`config.mk`:
```
export PLATFORM = sky130hd
export DESIGN_NAME = max_delay_frame_rx
export DESIGN_NICKNAME = d
export VERILOG_FILES = /design/src/rtl/max_delay_frame_rx.sv
export SDC_FILE = /design/constraint.sdc
export NUM_CORES = 1
export LEC_CHECK = 0
export ABC_CLOCK_PERIOD_IN_PS = 1800
export BUFFER_PORTS_ARGS = -buffer_cell sky130_fd_sc_hd__buf_2
export CORE_ASPECT_RATIO = 1.4
export CORE_MARGIN = 2
export CORE_UTILIZATION = 50
export CTS_CLUSTER_SIZE = 28
export DETAILED_ROUTE_END_ITERATION = 8
export GPL_TIMING_DRIVEN = 0
export PLACE_DENSITY = 0.72
export SYNTH_ARGS = -nofsm -noshare
export SYNTH_HDL_FRONTEND = slang
export SYNTH_SLANG_ARGS = --single-unit
```
`constraint.sdc`:
```
create_clock -name clk1 -period 1.8 [get_ports clk1]
set_clock_uncertainty 0.15 [all_clocks]
set_input_delay 0.36 -clock clk1 [delete_from_list [all_inputs] [get_ports clk1]]
set_output_delay 0.36 -clock clk1 [all_outputs]
set_load 0.005 [all_outputs]
```
`src/rtl/max_delay_frame_rx.sv`:
```
// Framed single-wire receiver with a one-entry valid/ready output buffer.
// It returns a one-cycle ack (net2_out) or nak for each completed frame.
//
// Ports:
//   clk1        sole clock, all state updates on posedge
//   rst_n       asynchronous active-low reset
//   pin1        serial line, idle high, already synchronous to clk1
//   data_out    buffered frame payload
//   data_valid  data_out holds an unconsumed frame
//   data_ready  consumer accepts data_out when data_valid & data_ready
//   net2_out    ack pulse: a good frame entered the buffer
//   nak         pulse on parity error, framing error or overrun
//   parity_err  qualifies nak: even-parity mismatch
//   frame_err   qualifies nak: stop bit sampled low
//   overrun     qualifies nak: good frame dropped because the buffer was held
module max_delay_frame_rx #(
    parameter int unsigned DATA_W    = 8,
    parameter int unsigned PARITY_EN = 1
) (
    input  logic              clk1,
    input  logic              rst_n,
    input  logic              pin1,
    output logic [DATA_W-1:0] data_out,
    output logic              data_valid,
    input  logic              data_ready,
    output logic              net2_out,
    output logic              nak,
    output logic              parity_err,
    output logic              frame_err,
    output logic              overrun
);

    localparam int unsigned CNT_W = (DATA_W > 1) ? $clog2(DATA_W) : 1;
    localparam logic [CNT_W-1:0] LAST_BIT = CNT_W'(DATA_W - 1);

    typedef enum logic [2:0] {
        S_IDLE,
        S_DATA,
        S_PARITY,
        S_STOP,
        S_WAIT_IDLE
    } state_t;

    state_t            state, state_d;
    logic [CNT_W-1:0]  bit_cnt, bit_cnt_d;
    logic [DATA_W-1:0] shift_reg, shift_reg_d;
    logic              par_bit, par_bit_d;
    logic [DATA_W-1:0] data_out_d;
    logic              data_valid_d;
    logic              net2_out_d;
    logic              nak_d;
    logic              parity_err_d;
    logic              frame_err_d;
    logic              overrun_d;
    logic              handshake_c;
    logic              parity_ok_c;

    // State and registered outputs.
    always_ff @(posedge clk1 or negedge rst_n) begin
        if (!rst_n) begin
            state      <= S_IDLE;
            bit_cnt    <= '0;
            shift_reg  <= '0;
            par_bit    <= 1'b0;
            data_out   <= '0;
            data_valid <= 1'b0;
            net2_out   <= 1'b0;
            nak        <= 1'b0;
            parity_err <= 1'b0;
            frame_err  <= 1'b0;
            overrun    <= 1'b0;
        end else begin
            state      <= state_d;
            bit_cnt    <= bit_cnt_d;
            shift_reg  <= shift_reg_d;
            par_bit    <= par_bit_d;
            data_out   <= data_out_d;
            data_valid <= data_valid_d;
            net2_out   <= net2_out_d;
            nak        <= nak_d;
            parity_err <= parity_err_d;
            frame_err  <= frame_err_d;
            overrun    <= overrun_d;
        end
    end

    // Next-state, deserialiser, buffer and response pulses.
    always_comb begin
        state_d      = state;
        bit_cnt_d    = bit_cnt;
        shift_reg_d  = shift_reg;
        par_bit_d    = par_bit;
        data_out_d   = data_out;
        net2_out_d   = 1'b0;
        nak_d        = 1'b0;
        parity_err_d = 1'b0;
        frame_err_d  = 1'b0;
        overrun_d    = 1'b0;

        // A buffer freed this cycle can accept a frame completing this cycle.
        handshake_c  = data_valid & data_ready;
        data_valid_d = data_valid & ~handshake_c;

        // Without a parity bit every frame with a good stop bit is good.
        parity_ok_c = (PARITY_EN == 0) || (((^shift_reg) ^ par_bit) == 1'b0);

        case (state)
            S_IDLE: begin
                if (!pin1) begin
                    state_d   = S_DATA;
                    bit_cnt_d = '0;
                end
            end
            S_DATA: begin
                shift_reg_d[bit_cnt] = pin1;
                if (bit_cnt == LAST_BIT) begin
                    state_d = (PARITY_EN != 0) ? S_PARITY : S_STOP;
                end else begin
                    bit_cnt_d = bit_cnt + CNT_W'(1);
                end
            end
            S_PARITY: begin
                par_bit_d = pin1;
                state_d   = S_STOP;
            end
            S_STOP: begin
                if (pin1) begin
                    state_d = S_IDLE;
                    if (!parity_ok_c) begin
                        parity_err_d = 1'b1;
                        nak_d        = 1'b1;
                    end else if (data_valid && !data_ready) begin
                        overrun_d = 1'b1;
                        nak_d     = 1'b1;
                    end else begin
                        data_out_d   = shift_reg;
                        data_valid_d = 1'b1;
                        net2_out_d   = 1'b1;
                    end
                end else begin
                    // Line stuck low: report once, then wait for idle.
                    state_d     = S_WAIT_IDLE;
                    frame_err_d = 1'b1;
                    nak_d       = 1'b1;
                end
            end
            S_WAIT_IDLE: begin
                if (pin1) begin
                    state_d = S_IDLE;
                end
            end
            default: begin
                state_d = S_IDLE;
            end
        endcase
    end

endmodule
```
==> reports/metrics.yaml, run 1 <==
timing:
  setup_ws_ns: -0.201
  grt_setup_unrepaired: "yes"
  fin_crit_ns: 2.00
  worst_slew_pin_slew_ns: 0.652
  fin_hold_ws_ns: 0.204
  max_freq_mhz: 500
  hold_viol: 0
  fin_setup_tns_ns: -2.05
  finalSetupViolCount: 12
  period_share_pct: 111
  relSlewSlack_pct: 56.5
  slew_violations: 0
worst_setup_path:
  crit_required_ns: 1.87
  max_stage_delay_ns: 0.48
  path_max_fanout: 9
  critical_path_arrival_ns: 2.07
  path_depth: 5
  crit_type: "flip-flop to flip-flop"
  crit_path_start_kind: "flip-flop"
  reg2regPathDepth: 5
  cp-end-kind: "flip-flop"
  cp_num_buf_inv: 1
  cp_cell_sequence: "xnor2_1 > xnor3_2 > mux2i_4 > buf_12 > mux2_2"
  crit_family: "XOR/XNOR gates"
  slowest_stage: "xnor3_2"
floorplanning:
  die_w_um: 47.3
  rows: 22
  ios: 18
  fp.dieH_um: 64.6
  start_util_pct: 51.2
  dieArea_sq_um: 3050
  core_sq_um: 2560
logic_synthesis:
  synth.avg_cell_area_sq_um: 12.7
  synth_seq_area_share_pct: 55.3
  yosysUniqueCellTypes: 28
  yosysWarningCount: 0
  syn_nets: 109
  syn_inst: 103
  synth_area_sq_um: 1310
  synth_seq_cells: 29
power:
  p_per_area_nw_per_um2: 1950
  p_leak_nw: 0.772
  irDropWorstVdd_mv: 1.02
  finalPower_mw: 3.06
route:
  dr.pass1.iters: 4
  wl_um: 2320
  drc_errors: 0
  drt_iter0_drc: 6
  vias_per_cell: 5.08
  post_drt_wl_per_cell_um: 13.8
  drt.antenna.violating_nets: 0
  num_vias: 853
layout:
  finalNonFillerCells: 168
  nNetsFinal: 137
  final_cell_mix: "29 x dfrtp_1, 18 x buf_2, 18 x mux2_2"
  final_common_cell: "dfrtp_1"
  antenna_cells: 0
  fill_cells: 211
  area_growth_pct: 19.8
  layout-drive-gt1-share_pct: 41.7
clocking:
  clock_sinks: 29
  cts_root_buf: "clkbuf_4"
  clkTransAtPathRegs_ns: 0.09
  clk_latency_ns: 0.33
  clock_path_buffers: 2
  cts_tree: "done"
  h-tree-depth: 2
  cts_made_buffers: 5
grt:
  grt_first_pass_wirelength_um: 3930
  grt_max_degree: 30
  grt_pass1_vias: 899
  grt_use_total_pct: 18.7
  grt_overflow: 0
  antenna_found_initial: 0
place:
  dp_cells: 156
  pre_cts_ws_ns: -0.288
  place_hpwl_um: 1590
  gp_congestion: 0.733
  portBuffers: 17
run_status:
  violations: "setup timing"
  status: "finished with violations"
min_path:
  min_path_type: "primary input to flip-flop"
  hold_depth: 3
run:
  max-cap-violations: 0
Yosys cell counts:
library cell | instances | share of area, %
a211oi_1 | 1 | 0.57
a21oi_1 | 2 | 0.76
and3_1 | 1 | 0.48
buf_2 | 1 | 0.38
clkbuf_1 | 2 | 0.57
dfrtp_1 | 29 | 55
ha_1 | 2 | 1.9
inv_1 | 1 | 0.29
mux2_2 | 18 | 15
mux2i_1 | 1 | 0.76
mux2i_4 | 1 | 1.7
nand2_1 | 11 | 3.1
nand2b_1 | 2 | 0.95
nand3_1 | 4 | 1.5
nand3b_1 | 2 | 1.1
nand4b_1 | 1 | 0.67
nor2_1 | 4 | 1.1
nor2b_1 | 4 | 1.9
nor3_1 | 2 | 0.76
nor3b_1 | 2 | 1.1
nor4b_1 | 1 | 0.67
o21a_1 | 1 | 0.57
o21ai_0 | 3 | 1.1
o21ba_2 | 1 | 0.76
xnor2_1 | 2 | 1.3
xnor3_1 | 1 | 1.7
xnor3_2 | 1 | 1.8
xor2_1 | 2 | 1.3
what timing repair did:
action	4_1_cts	5_1_grt
buffers inserted	2	1
setup endpoints to repair	13	16
endpoints found under the hold margin	29	0
gates resized for setup	1	7
hold buffers	1	0
pin swaps	0	0
per-layer routing:
| metal | global-route usage, % | share of wire, % | vias to the layer above |
|---|---|---|---|
| met5 | 0 | 0 | - |
| met4 | 9.38 | 2.2 | 0 |
| met3 | 6.69 | 3.7 | 4 |
| met2 | 29.1 | 54 | 15 |
| met1 | 21.7 | 41 | 421 |
| li1 | - | - | 413 |
logic make-up (layout without fill, tap and decap cells):
kind of cell | after synthesis | after routing | synth area share [%]
muxes | 20 | 20 | 17.9
adders and majority gates | 2 | 2 | 1.91
AOI/OAI and AO/OA | 8 | 8 | 3.82
and+or+nand+nor | 34 | 34 | 13.5
DFF | 29 | 29 | 55.3
buffers and inverters | 4 | 33 | 1.24
xor gates and xnor gates | 6 | 6 | 6.20
area by class of cell:
class | instances | area (sq um) | share of cell area (%)
clock buffers | 6 | 41.3 | 2.63
clock inverters | 2 | 10.0 | 0.637
plain buffers | 3 | 13.8 | 0.876
multi-input cells | 70 | 598 | 38.1
inverters | 1 | 3.75 | 0.239
repair buffers | 21 | 134 | 8.52
flip-flops and latches | 29 | 726 | 46.2
well taps | 36 | 45.0 | 2.87
per-stage QoR:
step | area [sq um] | utilization, %
floorplan | 1310 | -
global placement | 1440 | 56.3
detailed placement | 1440 | 56.3
CTS | 1540 | 60.0
global route | 1570 | 61.4
finish | 1570 | 61.4
worst register-to-register path: stages (launching register included):
cell and delay, ns:
dfrtp_1 0.41, xnor2_1 0.16, xnor3_2 0.48, mux2i_4 0.21, buf_12 0.15, mux2_2 0.33
path summary, 6_finish.rpt:
| check | startpoint | end | slack, ns |
|---|---|---|---|
| worst max-delay path | shift_reg[4]$_DFFE_PN0P_ | data_out[5]$_DFFE_PN0P_ | -0.20 |
| worst min-delay path | data_ready | overrun$_DFF_PN0_ | 0.20 |
| worst max register to register | shift_reg[4]$_DFFE_PN0P_ | data_out[5]$_DFFE_PN0P_ | -0.20 |
| worst min register to register | data_out[1]$_DFFE_PN0P_ | data_out[1]$_DFFE_PN0P_ | 0.36 |
| max in group asynchronous | rst_n | data_valid$_DFF_PN0_ | 0.63 |
| min in group asynchronous | rst_n | data_out[3]$_DFFE_PN0P_ | 0.45 |
power breakdown:
group	total, mW	switching, mW	internal [mW]
clock network	0.371	0.223	0.148
registers	1.07	0.180	0.890
logic	1.62	0.678	0.939
Power figures use the tool's default switching activity.
==> run 2: changes to the inputs <==
--- a/config.mk
+++ b/config.mk
@@ -9,11 +9,11 @@
 export BUFFER_PORTS_ARGS = -buffer_cell sky130_fd_sc_hd__buf_2
 export CORE_ASPECT_RATIO = 1.4
 export CORE_MARGIN = 2
-export CORE_UTILIZATION = 50
+export CORE_UTILIZATION = 47
 export CTS_CLUSTER_SIZE = 28
 export DETAILED_ROUTE_END_ITERATION = 8
 export GPL_TIMING_DRIVEN = 0
-export PLACE_DENSITY = 0.72
+export PLACE_DENSITY = 0.68
 export SYNTH_ARGS = -nofsm -noshare
 export SYNTH_HDL_FRONTEND = slang
 export SYNTH_SLANG_ARGS = --single-unit
==> run 2 against run 1 <==
  * The flow still finishes with violations (setup timing)
  * Cell count up 0.60%
  * Sequential share of layout area down 1.0 points
  * Hold slack worse by 0.012 ns
  * Core utilization down 0.55 points
  * Combinational power up 2%
  * Highest routed layer unchanged
==> reports/metrics.yaml, run 2 (synthesis results as in run 1) <==
floorplanning:
  start_util_pct: 49.6  # -1.6 points
  rows: 22  # unchanged
  ios: 18  # unchanged
  core_sq_um: 2640  # +3.2%
  fp.dieH_um: 66.5  # +2.9%
  die_w_um: 48.6  # +2.9%
  dieArea_sq_um: 3230  # +5.9%
power:
  switching_share_pct: 34.4  # -0.95 points
  p_int_mw: 2.06  # +4.2%
  p_clk_share_pct: 12.6  # +0.5 points
  p_comb_share_pct: 52.9  # about the same
  p_sw_mw: 1.08  # about the same
  p_leak_nw: 0.790  # +2.3%
  p_seq_share_pct: 34.5  # -0.5 points
  finalPower_mw: 3.14  # +2.7%
  p_per_area_nw_per_um2: 1950  # +0.35%
  irDropWorstVdd_mv: 0.921  # -9.7%
worst_setup_path:
  cp-end-kind: "flip-flop"
  crit_type: "flip-flop to flip-flop"
  path_max_fanout: 9  # unchanged
  critical_path_arrival_ns: 2.06  # about the same
  cp_cell_sequence: "xnor2_1 > xnor3_2 > mux2i_4 > buf_12 > mux2_2"
  crit_path_start_kind: "flip-flop"
  max_stage_delay_ns: 0.48  # about the same
  crit_required_ns: 1.87  # about the same
  slowest_stage: "xnor3_2"
clocking:
  clk_latency_ns: 0.34  # about the same
  cts_root_buf: "clkbuf_4"
  clkTransAtPathRegs_ns: 0.09  # about the same
  cts_tree: "done"
  clock_path_buffers: 2  # unchanged
  h-tree-depth: 2  # unchanged
  clock_sinks: 29  # unchanged
  cts_made_buffers: 5  # unchanged
layout:
  fin_area_sq_um: 1610  # +2.3%
  layout-drive-gt1-share_pct: 42.9  # +1.2 points
  fill_cells: 232  # +10%
  area.sequential_sq_um: 726  # unchanged
  nNetsFinal: 139  # +1.5%
  multi_input_area_sq_um: 617  # +3.1%
  final_cell_mix: "29 x dfrtp_1, 18 x buf_2, 18 x mux2_2"
  final_common_cell: "dfrtp_1"
  area_growth_pct: 22.6
  antenna_cells: 0  # unchanged
  fin_util_pct: 60.8  # -0.55 points
timing:
  relSlewSlack_pct: 58.5  # +2.0 points
  hold_viol: 0  # unchanged
  slew_violations: 0  # unchanged
  max_freq_mhz: 502  # +0.39%
  setup_ws_ns: -0.194  # +0.00780 ns
  fin_hold_ws_ns: 0.191  # -0.0124 ns
  finalSetupViolCount: 12  # unchanged
  worst_slew_pin_slew_ns: 0.622  # -0.0299 ns
  period_share_pct: 111  # -0.43 points
  grt_setup_unrepaired: "yes"
  fin_crit_ns: 1.99  # -0.00780 ns
route:
  wl_um: 2170  # -6.2%
  num_vias: 850  # -0.35%
  drt_iter0_drc: 6  # unchanged
  post_drt_wl_per_cell_um: 12.9  # -6.7%
  drt.antenna.violating_nets: 0  # unchanged
  drc_errors: 0  # unchanged
  dr.pass1.iters: 4  # unchanged
  vias_per_cell: 5.03  # -0.94%
grt:
  antenna_found_initial: 0  # unchanged
  grt_use_total_pct: 16.0  # -2.7 points
  grt_max_degree: 30  # unchanged
  grt_overflow: 0  # unchanged
  grt_pass1_vias: 870  # -3.2%
  grt_first_pass_wirelength_um: 3740  # -4.9%
run:
  max-cap-violations: 0  # unchanged
run_status:
  violations: "setup timing"
  status: "finished with violations"
place:
  place_hpwl_um: 1400  # -12%
  place_area_sq_um: 1440  # unchanged
  portBuffers: 17  # unchanged
  gp_congestion: 0.720  # -1.7%
min_path:
  min_path_type: "primary input to flip-flop"
[run 2: cell types whose count changed in the layout (fill, tap and decap cells not counted), sizes merged]
cell,previous run,this run
clkbuf,8,9
clkinv,2,0
buf,21,23
[run 2: critical path, delay by kind of cell (launching register included)]
kind | cells | cell delay [ns]
xor+xnor | 2 | 0.64
buf+inv | 1 | 0.15
flops | 1 | 0.40
mux | 2 | 0.53
[run 2: final timing paths]
path                                           from  cells past startpoint                        to  slack (ns)
min in group asynchronous                     rst_n                      2             nak$_DFF_PN0_        0.42
hold / removal                                 pin1                      2  shift_reg[6]$_DFFE_PN0P_        0.19
hold reg to reg             data_out[4]$_DFFE_PN0P_                      1   data_out[4]$_DFFE_PN0P_        0.35
setup reg to reg           shift_reg[4]$_DFFE_PN0P_                      5   data_out[3]$_DFFE_PN0P_       -0.19
setup / recovery           shift_reg[4]$_DFFE_PN0P_                      5   data_out[3]$_DFFE_PN0P_       -0.19
max in group asynchronous                     rst_n                      2   data_out[4]$_DFFE_PN0P_        0.67
[run 2: layer usage]
| layer | GRT usage (%) | part of all wire, % |
|---|---|---|
| met1 | 16.9 | 42 |
| met5 | 0 | 0 |
| met4 | 13.9 | 4.1 |
| met2 | 27.1 | 51 |
| met3 | 3.36 | 3.0 |
[run 2: repair_timing]
item                                    4_1_cts  5_1_grt
setup buffers                                 3        2
pin swaps                                     0        1
endpoints found under the hold margin        29        0
resized for setup                             1        8
hold buffers                                  1        0
endpoints found under the setup margin       14       17
cloned                                        0        0
[run 2: stage by stage]
stage | cells | setup TNS [ns] | worst slack, ns
6_report | 169 | -1.91 | -0.194
5_1_grt | 169 | -2.64 | -0.250
4_1_cts | 167 | -1.63 | -0.185
3_5_place_dp | 156 | -3.53 | -0.305
3_3_place_gp | 156 | -3.10 | -0.295
2_1_floorplan | 103 | -1.04 | -0.130
[run 2: area by class of cell]
class	instances	area share, %
well taps	36	2.80
inverters	1	0.233
clock buffers	7	3.42
repair buffers	23	9.26
flip-flops and latches	29	45.1
multi-input cells	70	38.4
plain buffers	3	0.778
[run 2: power by group through the flow]
| stage | registers, mW | clock network, mW | logic (mW) |
|---|---|---|---|
| final | 1.08 | 0.396 | 1.66 |
| after detailed placement | 1.08 | 0 | 1.26 |
| after global placement | 1.07 | 0 | 1.24 |
| after CTS | 1.07 | 0.407 | 1.38 |
| after global routing | 1.12 | 0.445 | 1.83 |
| after floorplan | 1.05 | 0 | 1.01 |
